--- config.mk ---
export PLATFORM = sky130hd
export DESIGN_NAME = mem_arbiter_rr
export DESIGN_NICKNAME = d
export VERILOG_FILES = /design/src/rtl/mem_arbiter_rr.sv
export SDC_FILE = /design/constraint.sdc
export NUM_CORES = 1
export LEC_CHECK = 0
export ABC_AREA = 1
export CAP_MARGIN = 20
export CORE_AREA = 2 2 535 537
export DETAILED_ROUTE_END_ITERATION = 12
export DIE_AREA = 0 0 537 539
export DONT_BUFFER_PORTS = 1
export PLACE_DENSITY = 0.3
export SLEW_MARGIN = 20
export SYNTH_ARGS = -nofsm -noshare
export SYNTH_HDL_FRONTEND = slang
export SYNTH_SLANG_ARGS = --single-unit
export TNS_END_PERCENT = 30
--- constraint.sdc ---
create_clock -name clk -period 3.05 [get_ports clk]
set_input_delay 0 -clock clk [delete_from_list [all_inputs] [get_ports clk]]
set_output_delay 0 -clock clk [all_outputs]
set_load 0.05 [all_outputs]
--- src/rtl/mem_arbiter_rr.sv ---
// -----------------------------------------------------------------------------
// mem_arbiter_rr
//   Shares one cacheline adaptor between NUM_PORTS cache ports. A winner is
//   chosen in IDLE (fixed priority or round-robin), its address / write line /
//   op are captured, and the adaptor request is held in BUSY until mem_resp.
//   A one-cycle DONE state gives the requester time to drop its request
//   before the next arbitration.
//
// Parameters
//   NUM_PORTS  number of requesting ports (2..8)
//   LINE_W     cache line width in bits
//   ARB_MODE   0 = fixed priority (port 0 highest), 1 = round-robin
//
// Ports
//   clk, reset_n            clock, asynchronous active-low reset
//   req_read / req_write    per-port level requests, held until req_resp
//   req_addr / req_wdata    per-port address and write line, packed by port
//   req_rdata               read line, broadcast to all ports
//   req_resp                per-port one-cycle completion pulse
//   mem_read / mem_write    adaptor request (exactly one high in BUSY)
//   mem_address / mem_wdata registered address and write line to adaptor
//   mem_rdata / mem_resp    adaptor read line and completion pulse
//   grant                   one-hot owner during BUSY, zero otherwise
// -----------------------------------------------------------------------------
module mem_arbiter_rr #(
    parameter int NUM_PORTS = 2,
    parameter int LINE_W    = 256,
    parameter int ARB_MODE  = 1
) (
    input  logic                          clk,
    input  logic                          reset_n,
    input  logic [NUM_PORTS-1:0]          req_read,
    input  logic [NUM_PORTS-1:0]          req_write,
    input  logic [NUM_PORTS*32-1:0]       req_addr,
    input  logic [NUM_PORTS*LINE_W-1:0]   req_wdata,
    output logic [LINE_W-1:0]             req_rdata,
    output logic [NUM_PORTS-1:0]          req_resp,
    output logic                          mem_read,
    output logic                          mem_write,
    output logic [31:0]                   mem_address,
    output logic [LINE_W-1:0]             mem_wdata,
    input  logic [LINE_W-1:0]             mem_rdata,
    input  logic                          mem_resp,
    output logic [NUM_PORTS-1:0]          grant
);

    localparam int IDX_W = $clog2(NUM_PORTS);

    typedef enum logic [1:0] {
        IDLE = 2'd0,
        BUSY = 2'd1,
        DONE = 2'd2
    } state_t;

    state_t                r_state;
    state_t                w_state_nxt;

    logic [IDX_W-1:0]      r_winner;
    logic [IDX_W-1:0]      r_rr_ptr;
    logic                  r_op_write;
    logic [31:0]           r_addr;
    logic [LINE_W-1:0]     r_wdata;

    logic [NUM_PORTS-1:0]  w_pending;
    logic                  w_any_pending;
    logic [IDX_W-1:0]      w_probe;
    logic [IDX_W-1:0]      w_sel_idx;
    logic                  w_sel_found;
    logic                  w_sel_write;
    logic [31:0]           w_sel_addr;
    logic [LINE_W-1:0]     w_sel_wdata;
    logic [NUM_PORTS-1:0]  w_winner_oh;
    logic                  w_busy;
    logic                  w_done_txn;

    assign w_pending     = req_read | req_write;
    assign w_any_pending = |w_pending;

    // Winner search. In round-robin mode the probe order starts at rr_ptr and
    // wraps; in fixed mode it simply counts up from port 0.
    // NOTE: every combinational output gets a default first so no path through
    // the block leaves a variable unassigned, which would infer a latch.
    always_comb begin
        w_probe     = '0;
        w_sel_idx   = '0;
        w_sel_found = 1'b0;
        for (int k = 0; k < NUM_PORTS; k++) begin
            if (ARB_MODE == 0) begin
                w_probe = IDX_W'(k);
            end else begin
                w_probe = IDX_W'((int'(r_rr_ptr) + k) % NUM_PORTS);
            end
            if (!w_sel_found && w_pending[w_probe]) begin
                w_sel_idx   = w_probe;
                w_sel_found = 1'b1;
            end
        end
    end

    // Mux the winner's request fields with constant slice offsets.
    always_comb begin
        w_sel_write = 1'b0;
        w_sel_addr  = '0;
        w_sel_wdata = '0;
        for (int i = 0; i < NUM_PORTS; i++) begin
            if (w_sel_idx == IDX_W'(i)) begin
                // A port raising both read and write is treated as a write.
                w_sel_write = req_write[i];
                w_sel_addr  = req_addr[i*32 +: 32];
                w_sel_wdata = req_wdata[i*LINE_W +: LINE_W];
            end
        end
    end

    always_comb begin
        w_winner_oh = '0;
        for (int i = 0; i < NUM_PORTS; i++) begin
            w_winner_oh[i] = (r_winner == IDX_W'(i));
        end
    end

    // State register.
    // NOTE: sequential state uses non-blocking assignments so every flop
    // samples the pre-edge values, independent of statement order.
    always_ff @(posedge clk or negedge reset_n) begin
        if (!reset_n) begin
            r_state <= IDLE;
        end else begin
            r_state <= w_state_nxt;
        end
    end

    // Next-state and FSM-driven outputs.
    always_comb begin
        w_state_nxt = r_state;
        w_busy      = 1'b0;
        w_done_txn  = 1'b0;
        unique case (r_state)
            IDLE: begin
                if (w_any_pending) begin
                    w_state_nxt = BUSY;
                end
            end
            BUSY: begin
                w_busy = 1'b1;
                if (mem_resp) begin
                    w_done_txn  = 1'b1;
                    w_state_nxt = DONE;
                end
            end
            DONE: begin
                w_state_nxt = IDLE;
            end
            default: begin
                w_state_nxt = IDLE;
            end
        endcase
    end

    // Captured transaction and round-robin pointer. The pointer only moves when
    // a transaction completes, so an aborted (reset) transaction leaves no trace.
    always_ff @(posedge clk or negedge reset_n) begin
        if (!reset_n) begin
            r_winner   <= '0;
            r_rr_ptr   <= '0;
            r_op_write <= 1'b0;
            r_addr     <= '0;
            r_wdata    <= '0;
        end else begin
            if (r_state == IDLE && w_any_pending) begin
                r_winner   <= w_sel_idx;
                r_op_write <= w_sel_write;
                r_addr     <= w_sel_addr;
                r_wdata    <= w_sel_wdata;
            end
            if (ARB_MODE != 0 && w_done_txn) begin
                if (r_winner == IDX_W'(NUM_PORTS - 1)) begin
                    r_rr_ptr <= '0;
                end else begin
                    r_rr_ptr <= r_winner + IDX_W'(1);
                end
            end
        end
    end

    assign mem_read    = w_busy && !r_op_write;
    assign mem_write   = w_busy &&  r_op_write;
    assign mem_address = r_addr;
    assign mem_wdata   = r_wdata;
    assign grant       = w_busy ? w_winner_oh : '0;
    assign req_resp    = w_done_txn ? w_winner_oh : '0;
    assign req_rdata   = mem_rdata;

endmodule

# After elaboration in Yosys (flattened, before gate mapping)
# Index checks and enable logic that the tools add are counted.
# Widths: inputs -> output; s select.
# classes
add_sub_neg	2
magnitude_cmp	2
eq_ne	3
n_mux	19
n_bitwise	2
reduce_logical	9
# ops
cell	count
$mux 256	1
$mux 32	1
$mux 1	12
$mux 2	4
$logic_and 1x1->1	4
$lt 1x2->1 const B	2
$ne 2x2->1 const B	2
$pmux 2 s2	1
$add 1x1->1 const B	2
$eq 2x1->1 const B	1
$logic_not 1->1	2
$logic_not 2->1	1
$or 2x2->2	1
$reduce_and 2->1	1
$reduce_or 2->1	1
$not 1->1	1
# word_totals
register_bits	293
inputBits	839

# Depth between registers and ports, before layout
# depth
word_depth	8
mapped_depth	9
depth_no_buf	7

# Least setup slack after synthesis
# No wires, ideal clock.
# synth_timing
kind	flip-flop to flip-flop
start	register r_state[1]
end	register r_rr_ptr
arrival_time_ns	1.328
required_ns	2.881
slack_ns	1.553
stages_incl_launch_ff	5
n_path_buf	0
synth_period_minus_slack_ns	1.497
cell_sequence	dfrtp_1 > nor2_1 > nand2_1 > nor2_1 > a21oi_1
# synth_via
elab_chain_len	2
# synth_lines
item	line	text
start: declaration	55	state_t r_state;
start signal: assignment	129	r_state <= w_state_nxt;
$eq 2x1->1	138	unique case (r_state)
$mux 1	138	
end signal: assignment	180	r_rr_ptr <= r_winner + IDX_W'(1);
end: declaration	59	logic [IDX_W-1:0] r_rr_ptr;
# Every way passes these cells.
# A chain may end at the register's enable or synchronous reset.

# Worst setup path in the final report
# layout_timing
start	register r_rr_ptr
end	register r_wdata[193], in the netlist mem_wdata[193]
# layout_via
elab_chain_len	7
elab_cells_between_ends	11
classes_between	1 x add/sub; 8 x mux; 2 x reduce/logical
# layout_lines
item	line	text
$mux 1 (not written as such) (2 in series)	93	if (!w_sel_found && w_pending[w_probe]) begin
$mux 1	93	
$logic_not 1->1	93	
$logic_and 1x1->1	93	
$mux 1 (*)	93	
$mux 256 (*)	106	if (w_sel_idx == IDX_W'(i)) begin
end signal: assignment	174	r_wdata <= w_sel_wdata;
end: declaration	62	logic [LINE_W-1:0] r_wdata;
# Every way passes the cells marked *; elsewhere a longest branch is shown, timed or not. The select of a mux whose other input is x is not followed.

==> impl_metrics.yaml <==
outcome:
  status: "finished, violations left"
  violations: "negative hold slack"
die:
  die_w_um: 537
  row_count: 196
  fp.dieH_um: 539
  coreArea_um2: 284000
  initial_utilization_pct: 6.37
  die-area_um2: 289000
  io_pins: 1389
setup_path:
  cp-start-kind: "flip-flop"
  cp-startpoint: "r_rr_ptr"
  end_kind: "flip-flop"
  rrSetupSlack_ns: 0.12
  r2r.worst_path.cells: 8
  r2r_end: "mem_wdata[193]"
  arrival_ns: 3.48
  required_ns: 3.60
  path_class: "reg2reg"
  path_max_fanout: 113
  r2r-start: "r_rr_ptr"
route:
  vias: 18900
  viasPerCell: 2.81
  dr.pass1.iters: 5
  drtIter0Drc: 903
  finalWirelength_um: 142000
  detail-route-antenna-nets: 0
  drc: 0
  wl_per_cell_um: 21.0
logic_synthesis:
  syn_nets: 3312
  ys.flop_type: "dfrtp_1"
  synth_seq_cells: 293
  synth_area_leaders: "dfrtp_1 41%, nand2_1 18%, nand3b_1 12%, buf_4 11%, nand3_1 8.0%"
  synth_top_area_share_pct: 40.5
  yosysMostFrequentCell: "nand2_1"
  synthTopCellsByCount: "875 x nand2_1, 297 x inv_1, 293 x dfrtp_1, 288 x nand3_1, 288 x nand3b_1"
  synthDistinctLibCells: 16
  yosysWarnings: 0
  async_flop_share_pct: 100
  syn_inst: 2473
  synth-edff-count: 0
  synth-seq-area-share_pct: 40.5
  yosys.area.top_type: "dfrtp_1"
  synth.avg_cell_area_um2: 7.32
  netlist_area_um2: 18100
global_routing:
  grt_pass1_wl_um: 179000
  grt-ovfl-total: 0
  grt_max_degree: 294
  antenna_found_initial: 151
  first_global_vias: 19000
  track_usage_pct: 9.30
timing:
  max_slew_margin_pct: 29.7
  period_minus_slack_ns: 2.93
  setup_viol: 0
  slew_violations: 0
  clock.fmax_mhz: 341
  tightest_slew_ns: 1.05
  clock-skew-final_ns: 0.0229
  whs_ns: -0.950
  rsz0062_at_grt: "true"
  timing.final.crit_share_pct: 96.1
  hold_violations: 293
clocking:
  clock_insertion_delay_worst_skew_ns: 0.68
  clock-sinks: 293
  cts_max_level: 2
  cts_root_buf: "clkbuf_16"
  clkTransAtPathRegs_ns: 0.07
  tritoncts.num_buffers: 45
  clock_path_buffers: 3
  cts_tree: "done"
  ctsHoldBuffers: 734
pwr:
  power_leakage_nw: 12.5
  vdd_drop_max_mv: 0.814
  powerDensity_nw_per_um2: 1090
place:
  gp_congestion: 0.821
  hpwlAfterDp_um: 111000
  port_buffers: 0
  numPlacedInstances: 5856
cells_and_area:
  final_cells: 6745
  nNetsFinal: 3719
  syn_to_final_growth_pct: 64.6
  fillers: 33100
  drive_gt1_share_pct: 4.05
  final_util_pct: 10.5
flow_run:
  maxCapViolCount: 0
hold_path:
  hold_path.class: "in2async"
-- power breakdown --
group	total [mW]	internal, mW	leakage, nW	switching [mW]
Clock	5.72	3.39	0.750	2.33
Sequential	15.5	5.74	3.54	9.72
Combinational	11.4	5.44	8.19	5.95
-- worst max-delay path, cell delays in order (launching register included) --
cell and delay, ns:
dfrtp_1 0.31, inv_1 0.07, o21ai_4 0.15, buf_12 0.32, nand3b_1 0.33, nand3_1 0.16, dlygate4sd3_1 0.55, nand2_1 0.05
dlygate4sd3_1 0.55
-- cell families after synthesis --
group / after synthesis / synth area share, %
flops: 293 / 40.5
compound gates: 5 / 0.159
buf+inv: 714 / 21.0
simple gates: 1461 / 38.3
-- cells in the final DEF, fill, tap and decap left out --
cell type,n
bufinv_16,5
buf_4,22
nand2_1,873
dlygate4sd3_1,734
o21ai_4,2
clkinv_4,3
clkbuf_16,49
buf_12,14
nand3_1,288
nand3b_1,288
clkbuf_8,6
buf_6,1
nand2_4,1
nand2_8,1
clkinvlp_4,2
buf_16,2
a21oi_1,1
clkbuf_1,13
o21ai_0,2
inv_1,297
nor2_1,9
inv_2,2
diode_2,67
dfrtp_1,293
inv_6,2
nor2_4,1
clkinv_2,5
-- routing by layer --
| layer | GRT usage [%] | vias up | wire length [µm] |
|---|---|---|---|
| met3 | 5.35 | 504 | 18500 |
| met2 | 14.4 | 1117 | 60100 |
| met4 | 4.97 | 80 | 9120 |
| met5 | 0 | - | 526 |
| li1 | - | 8286 | - |
| met1 | 9.95 | 8946 | 53600 |
-- how the worst max path moves through the flow --
stage / cells after the start / slack [ns] / to
floorplan: 4 / 1.55 / r_rr_ptr
global placement: 6 / 1.00 / mem_address[26]
detailed placement: 6 / 1.05 / mem_address[26]
CTS: 10 / 0.03 / mem_address[9]
global route: 9 / -0.07 / mem_wdata[203]
finish: 8 / 0.12 / mem_wdata[193]
-- registers in the layout, summed over array words and instances (netlist names) --
register and count:
r_winner 1, r_op_write 1, r_state 2, mem_wdata 256, r_rr_ptr 1, mem_address 32
-- area by class of cell --
type	instances	area, µm²	area share, %
diodes	67	168	0.563
clock buffers	66	1310	4.39
clock inverters	17	234	0.786
inverters	299	1120	3.77
multi-input cells	1466	7000	23.5
flip-flops and latches	293	7330	24.6
well taps	3762	4710	15.8
repair buffers	775	7910	26.6
-- stage by stage --
stage	TNS [ns]	total power [mW]	worst slack, ns	instance area (µm²)
after floorplan	0	19.9	1.55	18100
after global placement	0	23.4	1.00	20600
after detailed placement	0	23.5	1.05	20600
after CTS	0	33.0	0.0276	29500
after global routing	-0.0746	34.5	-0.0746	29600
final	0	32.6	0.119	29800
-- timing repair --
action | CTS | global route
endpoints found under the setup margin | 0 | 25
buffers inserted | 0 | 3
resized for setup | 0 | 5
hold endpoints to repair | 586 | 293
Power figures use the tool's default switching activity.
